===== src/rtl/nibbler_pkg.sv =====
// nibbler_pkg: loader FSM state encoding and stream format constants.
package nibbler_pkg;
   localparam int ADDR_W = 12;
   localparam int DATA_W = 8;
   localparam logic [DATA_W-1:0] LEN_HI_MASK = 8'hF0;
   typedef logic [2:0] state_t;
   localparam state_t S_IDLE   = 3'd0;
   localparam state_t S_LEN_HI = 3'd1;
   localparam state_t S_LEN_LO = 3'd2;
   localparam state_t S_DATA   = 3'd3;
   localparam state_t S_CSUM   = 3'd4;
   localparam state_t S_DONE   = 3'd5;
   localparam state_t S_ERR    = 3'd6;
endpackage


===== src/rtl/prog_loader.sv =====
// prog_loader: loads a length-prefixed, checksummed byte stream into program memory while holding the CPU.
module prog_loader
   import nibbler_pkg::*;
(
   input  logic              clk,
   input  logic              reset,
   input  logic              start,
   input  logic [DATA_W-1:0] in_data,
   input  logic              in_valid,
   output logic              in_ready,
   output logic [ADDR_W-1:0] wr_addr,
   output logic [DATA_W-1:0] wr_data,
   output logic              wr_en,
   output logic              cpu_hold_n,
   output logic              busy,
   output logic              done,
   output logic              error
);
   state_t            state;
   logic [3:0]        len_hi;
   logic [ADDR_W-1:0] len;
   logic [ADDR_W-1:0] count;
   logic [DATA_W-1:0] sum;
   logic              wr_take;
   assign in_ready   = state inside {S_LEN_HI, S_LEN_LO, S_DATA, S_CSUM};
   assign busy       = in_ready;
   assign done       = state == S_DONE;
   assign error      = state == S_ERR;
   // CPU stays held in ERR so a partial program never runs
   assign cpu_hold_n = state == S_IDLE || state == S_DONE;
   assign wr_take    = state == S_DATA && in_valid;
   always_ff @(posedge clk or negedge reset) begin
      if (!reset) begin
         state  <= S_IDLE;
         len_hi <= '0;
         len    <= '0;
         count  <= '0;
         sum    <= '0;
      end else begin
         case (state)
            S_IDLE, S_DONE, S_ERR:
               if (start) begin
                  state <= S_LEN_HI;
                  count <= '0;
                  sum   <= '0;
               end
            S_LEN_HI:
               if (in_valid) begin
                  if ((in_data & LEN_HI_MASK) != '0) state <= S_ERR;
                  else begin
                     len_hi <= in_data[3:0];
                     state  <= S_LEN_LO;
                  end
               end
            S_LEN_LO:
               if (in_valid) begin
                  len   <= {len_hi, in_data};
                  state <= ({len_hi, in_data} == '0) ? S_CSUM : S_DATA;
               end
            S_DATA:
               if (in_valid) begin
                  count <= count + 1'b1;
                  sum   <= sum + in_data;
                  if (count + 1'b1 == len) state <= S_CSUM;
               end
            S_CSUM:
               if (in_valid) state <= (in_data == sum) ? S_DONE : S_ERR;
            default: state <= S_IDLE;
         endcase
      end
   end
   always_ff @(posedge clk or negedge reset) begin
      if (!reset) begin
         wr_en   <= 1'b0;
         wr_addr <= '0;
         wr_data <= '0;
      end else begin
         wr_en <= wr_take;
         if (wr_take) begin
            wr_addr <= count;
            wr_data <= in_data;
         end
      end
   end
endmodule


===== config.mk =====
export PLATFORM = sky130hd
export DESIGN_NAME = prog_loader
export DESIGN_NICKNAME = d
export VERILOG_FILES = /design/src/rtl/nibbler_pkg.sv /design/src/rtl/prog_loader.sv
export SDC_FILE = /design/constraint.sdc
export NUM_CORES = 1
export LEC_CHECK = 0
export BUFFER_PORTS_ARGS = -buffer_cell sky130_fd_sc_hd__buf_2
export CAP_MARGIN = 20
export CELL_PAD_IN_SITES_DETAIL_PLACEMENT = 0
export CELL_PAD_IN_SITES_GLOBAL_PLACEMENT = 1
export CORE_MARGIN = 1.5
export CORE_UTILIZATION = 30
export CTS_CLUSTER_SIZE = 10
export DETAILED_ROUTE_END_ITERATION = 16
export GPL_TIMING_DRIVEN = 0
export MAX_ROUTING_LAYER = met4
export PLACE_DENSITY_LB_ADDON = 0.1
export SETUP_SLACK_MARGIN = 0.15
export SYNTH_ARGS = -nofsm -noshare
export SYNTH_HDL_FRONTEND = slang
export SYNTH_SLANG_ARGS = --single-unit

===== constraint.sdc =====
create_clock -name clk -period 6 [get_ports clk]
set_input_delay 0.9 -clock clk [delete_from_list [all_inputs] [get_ports clk]]
set_output_delay 0.9 -clock clk [all_outputs]
set_load 0.01 [all_outputs]

# --- Word level (Yosys, flattened, before mapping) ---
# Cells that the tools add are included.
# Widths: inputs -> output; s select.
totals:
  regBits: 60
  elab_cells: 53
  output_inout_bits: 26
  input_bits: 12
op_classes:
  bitwise: 1
  mux: 16
  n_eq_ne: 14
  reduce_logical: 12
  addsub: 2
op_table:
  columns: ["cell", "n"]
  rows:
  - ["$mux 12", 2]
  - ["$mux 3", 8]
  - ["$pmux 12 s2", 1]
  - ["$mux 8", 2]
  - ["$pmux 8 s2", 1]
  - ["$pmux 3 s5", 1]
  - ["$add 12x1->12 const B", 1]
  - ["$eq 12x12->1", 1]
  - ["$logic_not 12->1", 1]
  - ["$ne 2x2->1 const B", 5]
  - ["$eq 3x3->1 const B", 3]
  - ["$add 8x8->8", 1]
  - ["$eq 8x8->1", 1]
  - ["$reduce_bool 8->1", 1]
  - ["$eq 3x2->1 const B", 2]
  - ["$reduce_and 3->1", 2]
  - ["$reduce_and 6->1", 1]
  - ["$reduce_bool 4->1", 1]
  - ["$eq 3x1->1 const B", 1]
  - ["$logic_not 3->1", 1]
  - ["$reduce_or 3->1", 1]
  - ["$mux 2", 1]
  - ["$ne 2x1->1 const B", 1]
  - ["$reduce_and 2->1", 1]
  - ["4 further kinds", 4]

# --- Depth between registers and ports, before layout ---
# Gate-level depths: netlist of run 1.
logic_depth:
  ltp_word: 5
  ltp_mapped: 9
  ltp_nobuf: 8

# --- Least setup slack after synthesis of run 1 ---
# No wires, ideal clock.
synth_timing:
  path_kind: "in2reg"
  start: "input port in_data[1]"
  end: "register sum[7]"
  required_time_ns: 5.932
  arrival_ns: 2.395
  path_slack_ns: 3.537
  stages: 7
  setup_time_ns: 0.068
  path_buffers: 0
  path_cell_list: "ha_1 -> a21o_1 -> a211oi_2 -> o21ai_1 -> and3_1 -> or4_1 -> nand3_1"
synth_via:
  elab_chain_cells: 3
synth_lines:
  columns: ["item", "line_no", "text"]
  rows:
  - ["start, declared", "prog_loader.sv:8", "input logic [DATA_W-1:0] in_data,"]
  - ["$add 8x8->8", "prog_loader.sv:63", "sum <= sum + in_data;"]
  - ["$mux 8", "prog_loader.sv:61", "if (in_valid) begin"]
  - ["$pmux 8 s2", "prog_loader.sv:40", "case (state)"]
  - ["end signal, assigned", "prog_loader.sv:63", null]
  - ["end, declared", "prog_loader.sv:23", "logic [DATA_W-1:0] sum;"]
# Every way passes these cells. The select of a mux whose other input is x is not followed.
# A chain may end at the register's enable or synchronous reset.

# --- Worst setup path after layout of run 1 ---
layout_timing:
  start: "register state[0]"
  end: "output port error"
layout_via:
  elab_chain_cells: 1
layout_lines:
  columns: ["item", "line_no", "text"]
  rows:
  - ["start, declared", "prog_loader.sv:19", "state_t state;"]
  - ["start signal, assigned", "prog_loader.sv:58", "state <= ({len_hi, in_data} == '0) ? S_CSUM : S_DATA;"]
  - ["start signal, assigned", "prog_loader.sv:67", "if (in_valid) state <= (in_data == sum) ? S_DONE : S_ERR;"]
  - ["$eq 3x3->1", "prog_loader.sv:28", "assign error = state == S_ERR;"]
  - ["end, declared", "prog_loader.sv:17", "output logic error"]
# Every way passes these cells.

==> impl_metrics.yaml, run 1 <==
floorplan:
  die_w_um: 110
  placementRows: 38
  core-area_um2: 10900
  die_height_um: 110
  die_area_um2: 12000
  pin_count: 38
  initial_core_util: 0.311
cells_and_area:
  fillers: 1152
  final_cells: 555
  regArea_um2: 1500
  nNetsFinal: 431
  multi_input_area_um2: 1750
  syn_to_final_growth_pct: 19.6
  drive_above_1_share: 0.246
  antenna_cells: 0
yosys:
  syn_inst: 362
  ys_warn_count: 0
  synth-edff-count: 0
  syn-cell-area_um2: 3410
  synth_seq_area_share: 0.441
  avgSynthCellArea_um2: 9.41
  ys_ff_latch: 60
  synth-async-reset-ratio: 1.00
  ys_types: 63
  synth-main-ff-cell: "dfrtp_1"
  syn-num-nets: 383
timing:
  worst_pin_slew_ns: 0.790
  max_freq_ghz: 0.405
  period_needed_ns: 2.47
  slew_headroom: 0.473
  setup_tns_ns: 0
  setup_viol: 0
  hold_viol: 0
  finalClockSkew_ns: 0.00722
  rsz0062_at_grt: "false"
  period_share: 0.411
  maxSlewViolCount: 0
place:
  dp_cells: 539
  io_buffers: 37
  gp_congestion: 0.837
  post-dp-hpwl_mm: 6.29
min_path:
  holdCritPathClass: "reg -> reg"
status:
  status: "finished, final reports clean"
flow_run:
  cap_violations: 0
detailed_routing:
  via_per_inst: 4.98
  detail_route.wl_per_cell_um: 16.5
  drtPass1Iterations: 4
  wirelength_mm: 9.15
  first_iter_violations: 107
  vias: 2762
  drc: 0
  drtAntennaViolNets: 0
worst_setup_path:
  cp-end-kind: "primary output"
  reg2reg_depth: 8
  critical_path.most_common_cell: "buf_2"
  cp_max_fo: 10
  worst-path-buf-inv: 3
  worstPathArrival_ns: 1.57
  cp_slowest_cell: "clkbuf_1"
  start_kind: "flop"
  crit_family: "buffers and inverters"
  critPathKind: "reg -> out"
  r2r_end: "state[2]"
  timing.rr.start: "count[0]"
  r2r_setup_slack_ns: 3.83
  crit_path_end: "error"
  cp_cell_sequence: "buf_2 -> clkbuf_1 -> nand2b_1 -> nor2_1 -> buf_2"
  max_stage_delay_ns: 0.36
  crit_path_start: "state[0]"
  required_ns: 5.10
  worst-path-stages: 5
cts:
  clk_latency_ns: 0.33
  cts_tree: "yes"
  postCtsSetupBuffers: 0
  htree_levels: 3
  clock_path_buffers: 2
  cts_root_buf: "clkbuf_16"
  post_cts_resized: 0
  numCtsBuffers: 9
  clkTransAtPathRegs_ns: 0.05
  cts_hold_buf: 0
  clock-sinks: 60
grt:
  grt_pass1_vias: 2621
  grt_max_degree: 61
  grt_antenna_before_repair: 0
  grt_first_pass_wirelength_mm: 14.7
  overflow: 0
  grt_usage: 0.171
power:
  totalPowerFinal_mw: 1.83
  power_density_nw_per_um2: 448
  power.static_leakage_nw: 2.01
  vdd_drop_max_mv: 0.187
placed cells by master, fill, tap and decap left out, drive strengths merged, types with 3 or more instances in the layout:
cell,Yosys,layout
xor2,12,12
or4,5,5
o21ai,33,33
nand2,85,85
mux2,15,15
nand4,5,5
nor3,7,7
a21oi,11,11
xnor2,10,10
nor2,17,17
a22oi,3,3
ha,8,8
inv,5,5
nand3,6,6
a31oi,4,4
o22ai,3,3
a21o,4,4
buf,17,54
nor2b,5,5
o31ai,4,4
dfrtp,60,60
and3,10,10
clkbuf,8,20
metal layers:
layer  GRT usage  vias to the layer above  wire length (um)
met5           -                        -                 0
met4      0.0529                        0               117
met3      0.0373                       12               311
met2       0.252                       61              4090
met1       0.233                     1333              4620
li1            -                     1356                 -
cell type report:
| class | instances | area share |
|---|---|---|
| repair buffers | 37 | 0.0461 |
| flip-flops and latches | 60 | 0.369 |
| clock inverters | 4 | 0.0117 |
| inverters | 5 | 0.00461 |
| clock buffers | 12 | 0.0630 |
| multi-input cells | 272 | 0.429 |
| well taps | 140 | 0.0430 |
| plain buffers | 25 | 0.0335 |
worst register-to-register path, stage by stage (launching register included):
cell and delay (ns):
dfrtp_1 0.47, ha_1 0.31, and4_1 0.19, buf_6 0.13
a211o_1 0.27, o22ai_2 0.13, a21oi_2 0.06, o31ai_4 0.33
o311a_1 0.22
how the worst min path moves through the flow:
stage	slack [ns]	from	to	depth (start not counted)
2_1_floorplan	0.45	sum[0]	sum[0]	2
3_3_place_gp	0.45	wr_addr[7]	wr_addr[7]	2
3_5_place_dp	0.46	wr_addr[10]	wr_addr[10]	2
4_1_cts	0.47	wr_addr[6]	wr_addr[6]	2
5_1_grt	0.49	wr_addr[2]	wr_addr[2]	2
6_report	0.46	wr_addr[0]	wr_addr[0]	2
where the power goes:
group / switching, mW / leakage, nW / internal, mW / total (mW)
Combinational: 0.404 / 1.06 / 0.295 / 0.699
Clock: 0.187 / 0.149 / 0.343 / 0.529
Sequential: 0.0825 / 0.797 / 0.514 / 0.596
cell families after synthesis:
group / after synthesis / synth area share
simple gates: 151 / 0.220
compound gates: 73 / 0.140
flops: 60 / 0.441
buf+inv: 30 / 0.0456
xor+xnor: 22 / 0.0588
mux: 17 / 0.0591
fa+ha+maj: 9 / 0.0353
cells in the mapped netlist, types with 4 or more instances:
| cell type | number | area [um2] |
|---|---|---|
| nand3_1 | 5 | 25.0 |
| dfrtp_1 | 60 | 1500 |
| mux2_1 | 4 | 45.0 |
| nor2_1 | 17 | 63.8 |
| mux2_2 | 11 | 124 |
| buf_2 | 12 | 60.1 |
| a21oi_1 | 9 | 45.0 |
| nor3_1 | 5 | 25.0 |
| nor2b_1 | 5 | 31.3 |
| nand2_1 | 85 | 319 |
| a21o_1 | 4 | 30.0 |
| clkbuf_1 | 7 | 26.3 |
| or4_1 | 4 | 30.0 |
| nand4_1 | 4 | 25.0 |
| xnor2_1 | 10 | 87.6 |
| o21ai_0 | 30 | 150 |
| a31oi_1 | 4 | 25.0 |
| and3_1 | 6 | 37.5 |
| ha_1 | 8 | 100 |
| xor2_1 | 11 | 96.3 |
per-stage QoR:
step	hold WS [ns]	area, um2	setup WS [ns]	util
final	0.463	4070	3.53	0.372
after global routing	0.489	4070	3.39	0.372
after CTS	0.471	4070	3.53	0.372
after detailed placement	0.457	3770	3.22	0.345
after global placement	0.453	3770	3.22	0.344
after floorplan	0.454	3410	3.54	-
sequential cells by signal (all words and copies together) (netlist names):
name     count
count       12
state        3
wr_addr     12
wr_en        1
sum          8
len_hi       4
len         12
wr_data      8
(Power assumes the default switching activity.)
==> run 2, diff against run 1 <==
--- a/config.mk
+++ b/config.mk
@@ -5,6 +5,7 @@
 export SDC_FILE = /design/constraint.sdc
 export NUM_CORES = 1
 export LEC_CHECK = 0
+export ABC_AREA = 1
 export BUFFER_PORTS_ARGS = -buffer_cell sky130_fd_sc_hd__buf_2
 export CAP_MARGIN = 20
 export CELL_PAD_IN_SITES_DETAIL_PLACEMENT = 0
==> constraint.sdc (replaced) <==
create_clock -name clk -period 2.1 [get_ports clk]
set_input_delay 0.315 -clock clk [delete_from_list [all_inputs] [get_ports clk]]
set_output_delay 0.315 -clock clk [all_outputs]
set_load 0.01 [all_outputs]
==> run 2 against run 1 <==
Net effect:
- non-clock buffer count is 2 lower
- sequential power rose to 3.1 times the previous value
- routed wire length fell by 0.61%
- synthesized cell count grew 14%
- utilization up 1.3 points
- critical path depth rose by 9
- critical endpoint is now state[1]
- clock skew is 0.0030 ns higher
- global-route usage rose by 0.21 points
==> impl_metrics.yaml, run 2 <==
grt:
  grt_usage: 0.173
  grt_pass1_vias: 2872
  grt_antenna_before_repair: 0
  overflow: 0
  grt_first_pass_wirelength_mm: 14.6
  grt_max_degree: 61
place:
  dp_worst_setup_slack_ns: -0.105
  io_buffers: 37
  dp_cells: 589
  post-dp-hpwl_mm: 6.54
  gp_congestion: 0.848
yosys:
  synth.most_common_cell: "nand2_1"
  synth_seq_area_share: 0.457
  synth-main-ff-cell: "dfrtp_1"
  ys_warn_count: 0
  ys_types: 34
  synthTopCellsByArea: "dfrtp_1, nand2_1, o21ai_0, inv_1, nand3_1"
  syn-cell-area_um2: 3280
  avgSynthCellArea_um2: 7.97
  synth-async-reset-ratio: 1.00
  synth-edff-count: 0
  syn-num-nets: 433
  syn_inst: 412
  synth_top_area_share: 0.457
  yosys.area.top_type: "dfrtp_1"
  synth_commonest_cells: "nand2_1, dfrtp_1, inv_1, o21ai_0, nand3_1"
  ys_ff_latch: 60
worst_setup_path:
  critical_path.most_common_cell: "nand3_2"
  cp_max_fo: 4
  cp_cell_sequence: "ha_4 -> inv_2 -> nand2_2 -> nand2_2 -> nor2_2 -> nand3_2 -> nor2_2 -> nand3_2 -> nor2_4 -> nand3_2 -> nand2_4 -> nand2_4 -> nand2_1 -> nand2_1"
  required_ns: 2.32
  cp_slowest_cell: "dfrtp_2"
  cp-end-kind: "flop"
  start_kind: "flop"
  critPathKind: "reg -> reg"
  crit_family: "simple AND/OR/NAND/NOR gates"
  worstPathArrival_ns: 2.10
  max_stage_delay_ns: 0.45
  worst-path-buf-inv: 1
detailed_routing:
  first_iter_violations: 105
  detail_route.wl_per_cell_um: 14.7
  drc: 0
  vias: 2888
  wirelength_mm: 9.09
  drtAntennaViolNets: 0
  via_per_inst: 4.67
  drtPass1Iterations: 6
cells_and_area:
  regArea_um2: 1510
  biggestRegsByFlops: "count: 12 flops, len: 12 flops, wr_addr: 12 flops"
  syn_to_final_growth_pct: 26.0
  fillers: 1158
  mostFrequentLayoutCells: "nand2_1, dfrtp_1, inv_1, o21ai_0, buf_2"
  drive_above_1_share: 0.289
  final_cells: 618
  antenna_cells: 0
  nNetsFinal: 494
  multi_input_area_um2: 1650
  final_common_cell: "nand2_1"
cts:
  htree_levels: 3
  cts_hold_buf: 0
  clock_path_buffers: 2
  numCtsBuffers: 9
  clk_latency_ns: 0.34
  cts_tree: "yes"
  clock-sinks: 60
  cts_root_buf: "clkbuf_8"
  clkTransAtPathRegs_ns: 0.08
timing:
  hold_viol: 0
  setup_viol: 0
  rsz0062_at_grt: "true"
  maxSlewViolCount: 0
  worst_pin_slew_ns: 0.800
  max_freq_ghz: 0.532
  period_share: 0.895
  period_needed_ns: 1.88
  finalClockSkew_ns: 0.0103
  setup_slack_ns: 0.220
  slew_headroom: 0.466
min_path:
  holdCritPathClass: "in -> async"
power:
  power_density_nw_per_um2: 1330
  power.static_leakage_nw: 2.04
  totalPowerFinal_mw: 5.51
  vdd_drop_max_mv: 0.575
flow_run:
  cap_violations: 0
status:
  status: "finished, final reports clean"
floorplan:
  die_w_um: 108
  core-area_um2: 10700
  pin_count: 38
  placementRows: 38
  die_height_um: 108
  die_area_um2: 11600
  initial_core_util: 0.306
[run 2: cell types whose count changed in the layout (fill, tap and decap cells not counted), sizes merged, moves of 14 or more]
cell,delta
nand2,+50
nand3,+20
inv,+49
o21ai,+14
mux2,-15
[run 2: what timing repair did]
item | CTS | global route
resized for setup | 10 | 38
endpoints found under the setup margin | 14 | 6
pin swaps | 8 | 20
setup buffers | 5 | 8
[run 2: stage by stage]
step,TNS (ns),cell area [um2],utilization,hold slack [ns]
after floorplan,0,3280,-,0.0194
after global placement,-0.116,3640,0.339,0.461
after detailed placement,-0.138,3650,0.339,0.463
after CTS,0,3970,0.369,0.0827
after global routing,0,4140,0.385,0.105
final,0,4140,0.385,0.0481
[run 2: final cells by class]
type,instances,share of cell area
clock inverter,4,0.0230
sequential,60,0.364
clock buffer,12,0.0375
multi-input combinational,288,0.400
tap,140,0.0423
buffer,10,0.0139
inverter,54,0.0496
timing repair buffer,50,0.0699
[run 2: metal layers]
layer	routed length (um)	GRT usage	part of all wire
met5	0	-	0
met4	110	0.0479	0.012
met2	4410	0.283	0.49
met1	4360	0.215	0.48
met3	212	0.0387	0.023
[run 2: path summary, 6_finish.rpt]
kind                                  from  cells after the start  slack (ns)          to
worst max-delay path              count[0]                     14        0.22    state[1]
worst min-delay path                 reset                      1        0.05  wr_addr[3]
worst max register to register    count[0]                     14        0.22    state[1]
worst min register to register  wr_addr[4]                      2        0.48  wr_addr[4]
max in group asynchronous            reset                      1        1.45    state[1]
min in group clk                in_data[3]                      3        0.25   len_hi[3]
[run 2: kinds of logic after synthesis]
family / after synthesis / synth area share
AND/OR/NAND/NOR: 209 / 0.286
adder cells (fa/ha/maj): 9 / 0.0366
AO/OA/AOI/OAI: 68 / 0.135
flip-flops: 60 / 0.457
XOR/XNOR: 2 / 0.00533
buffers and inverters: 64 / 0.0792
[run 2: power breakdown]
part / switching, mW / internal [mW]
Sequential: 0.298 / 1.57
Clock: 0.482 / 0.853
Combinational: 1.38 / 0.924
Total: 2.16 / 3.34
==> run 3, diff against run 2 <==
--- a/config.mk
+++ b/config.mk
@@ -8,15 +8,13 @@
 export ABC_AREA = 1
 export BUFFER_PORTS_ARGS = -buffer_cell sky130_fd_sc_hd__buf_2
 export CAP_MARGIN = 20
-export CELL_PAD_IN_SITES_DETAIL_PLACEMENT = 0
-export CELL_PAD_IN_SITES_GLOBAL_PLACEMENT = 1
 export CORE_MARGIN = 1.5
-export CORE_UTILIZATION = 30
+export CORE_UTILIZATION = 50
 export CTS_CLUSTER_SIZE = 10
 export DETAILED_ROUTE_END_ITERATION = 16
 export GPL_TIMING_DRIVEN = 0
 export MAX_ROUTING_LAYER = met4
-export PLACE_DENSITY_LB_ADDON = 0.1
+export PLACE_DENSITY = 0.73
 export SETUP_SLACK_MARGIN = 0.15
 export SYNTH_ARGS = -nofsm -noshare
 export SYNTH_HDL_FRONTEND = slang
==> run 3 against run 2 <==
Net effect:
- die area fell by 39%
- combinational power fell by 8%
- first-iteration DRC count rose by 19%
- register-to-register slack barely moved
- non-clock buffer count fell by 10
- largest cell class unchanged
- largest power group unchanged
- flip-flop and latch count did not move
- clock skew fell by 0.0017 ns
==> impl_metrics.yaml, run 3 (synthesis gave the netlist of run 2 again) <==
worst_setup_path:
  start_kind: "flop"
  cp-end-kind: "primary output"
  crit_family: "flip-flops"
  worst-path-buf-inv: 3
  cp_slowest_cell: "dfrtp_2"
  required_ns: 1.78
  cp_cell_sequence: "inv_1 -> nor2_2 -> nand2_2 -> nand4_1 -> buf_4 -> buf_2"
  cp_max_fo: 5
  critPathKind: "reg -> out"
  max_stage_delay_ns: 0.45
  worstPathArrival_ns: 1.57
place:
  io_buffers: 37
  placed_cell_area_um2: 3590
  gp_congestion: 0.887
  dp_worst_setup_slack_ns: -0.0604
  post-dp-hpwl_mm: 5.62
cts:
  clk_latency_ns: 0.35
  clock_path_buffers: 2
  clock-sinks: 60
  cts_root_buf: "clkbuf_8"
  clkTransAtPathRegs_ns: 0.07
  numCtsBuffers: 9
  cts_tree: "yes"
  htree_levels: 3
flow_run:
  cap_violations: 0
cells_and_area:
  nNetsFinal: 484
  drive_above_1_share: 0.246
  fin_area_um2: 3870
  fillers: 555
  regArea_um2: 1510
  antenna_cells: 0
  multi_input_area_um2: 1580
  syn_to_final_growth_pct: 17.9
  final_common_cell: "nand2_1"
  mostFrequentLayoutCells: "nand2_1, dfrtp_1, inv_1, o21ai_0, buf_2"
  final_util: 0.610
  biggestRegsByFlops: "count: 12 flops, len: 12 flops, wr_addr: 12 flops"
power:
  power.static_leakage_nw: 1.94
  power_density_nw_per_um2: 1300
  vdd_drop_max_mv: 0.662
timing:
  holdWs_ns: 0.223
  finalClockSkew_ns: 0.00856
  period_share: 0.899
  setup_viol: 0
  period_needed_ns: 1.89
  max_freq_ghz: 0.530
  worst_pin_slew_ns: 0.648
  setup_tns_ns: 0
  slew_headroom: 0.565
  maxSlewViolCount: 0
  rsz0062_at_grt: "true"
  hold_viol: 0
  setup_slack_ns: 0.211
min_path:
  holdCritPathClass: "in -> reg"
floorplan:
  initial_core_util: 0.517
  pin_count: 38
  placementRows: 29
  die_area_um2: 7060
  core-area_um2: 6350
  die_w_um: 84.1
  die_height_um: 84.1
detailed_routing:
  drc: 0
  drtAntennaViolNets: 0
  via_per_inst: 5.32
  first_iter_violations: 125
  vias: 2899
  detail_route.wl_per_cell_um: 14.1
  wirelength_mm: 7.66
  drtPass1Iterations: 4
grt:
  grt_pass1_vias: 2747
  grt_first_pass_wirelength_mm: 13.0
  overflow: 0
  grt_antenna_before_repair: 0
  grt_max_degree: 42
  grt_usage: 0.241
status:
  status: "finished, final reports clean"
==> run 3: changes by cell type in the layout (fill, tap and decap cells not counted), sizes merged <==
cell	change
buf	-11
clkinv	+1
clkinvlp	+4
dlygate4sd3	+1
bufinv	-2
clkbuf	-3
==> run 3: worst reg2reg max path, cell delays in order, from the launching register on <==
cell and delay [ns]:
dfrtp_1 0.44, ha_4 0.29, inv_2 0.03, nand2_1 0.05
nand2_1 0.05, nor2_1 0.09, nand3_1 0.08, nor2_1 0.10
nand3_1 0.08, nor2_2 0.15, nand3_2 0.09, nand2_2 0.11
nand2_2 0.07, nand2_1 0.06, nand2_1 0.05
==> run 3: layout make-up <==
cell class              instances  share of cell area
multi-input cells             288               0.408
flip-flops and latches         60               0.389
clock buffers                   9              0.0320
repair buffers                 40              0.0585
clock inverters                 7              0.0200
well taps                      77              0.0249
inverters                      54              0.0524
plain buffers                  10              0.0155
==> run 3: repair_timing <==
action	in CTS	in global routing
hold endpoints to repair	19	0
setup buffers	1	0
gates resized for setup	4	24
hold buffers	1	0
endpoints found under the setup margin	4	22
pin swaps	0	10
==> run 3: per-stage QoR <==
step           instances  power [mW]
6_report             545        5.02
5_1_grt              545        5.41
2_1_floorplan        412        3.30
4_1_cts              545        4.99
3_5_place_dp         527        3.93
3_3_place_gp         526        3.85
==> run 3: report_power, final <==
group          total [mW]  internal [mW]  switching, mW
logic                2.13          0.856           1.27
registers            1.84           1.57          0.273
clock network        1.05          0.550          0.505
total                5.02           2.97           2.05
==> run 3: metal layers <==
layer  global-route usage  part of all wire  up-vias
li1                     -                 -     1431
met1                0.303              0.45     1385
met2                0.391              0.49       72
met3               0.0396             0.044       11
met4               0.0924             0.013        0
met5                    -                 0        -
==> run 3: final timing paths <==
path | slack (ns) | startpoint | cells after the start | end
setup / recovery | 0.21 | state[1] | 6 | in_ready
hold reg to reg | 0.48 | wr_addr[4] | 2 | wr_addr[4]
max in group asynchronous | 1.06 | reset | 3 | state[1]
hold / removal | 0.22 | in_data[2] | 3 | len_hi[2]
setup reg to reg | 0.23 | count[1] | 14 | state[0]
min in group asynchronous | 0.44 | reset | 2 | count[3]
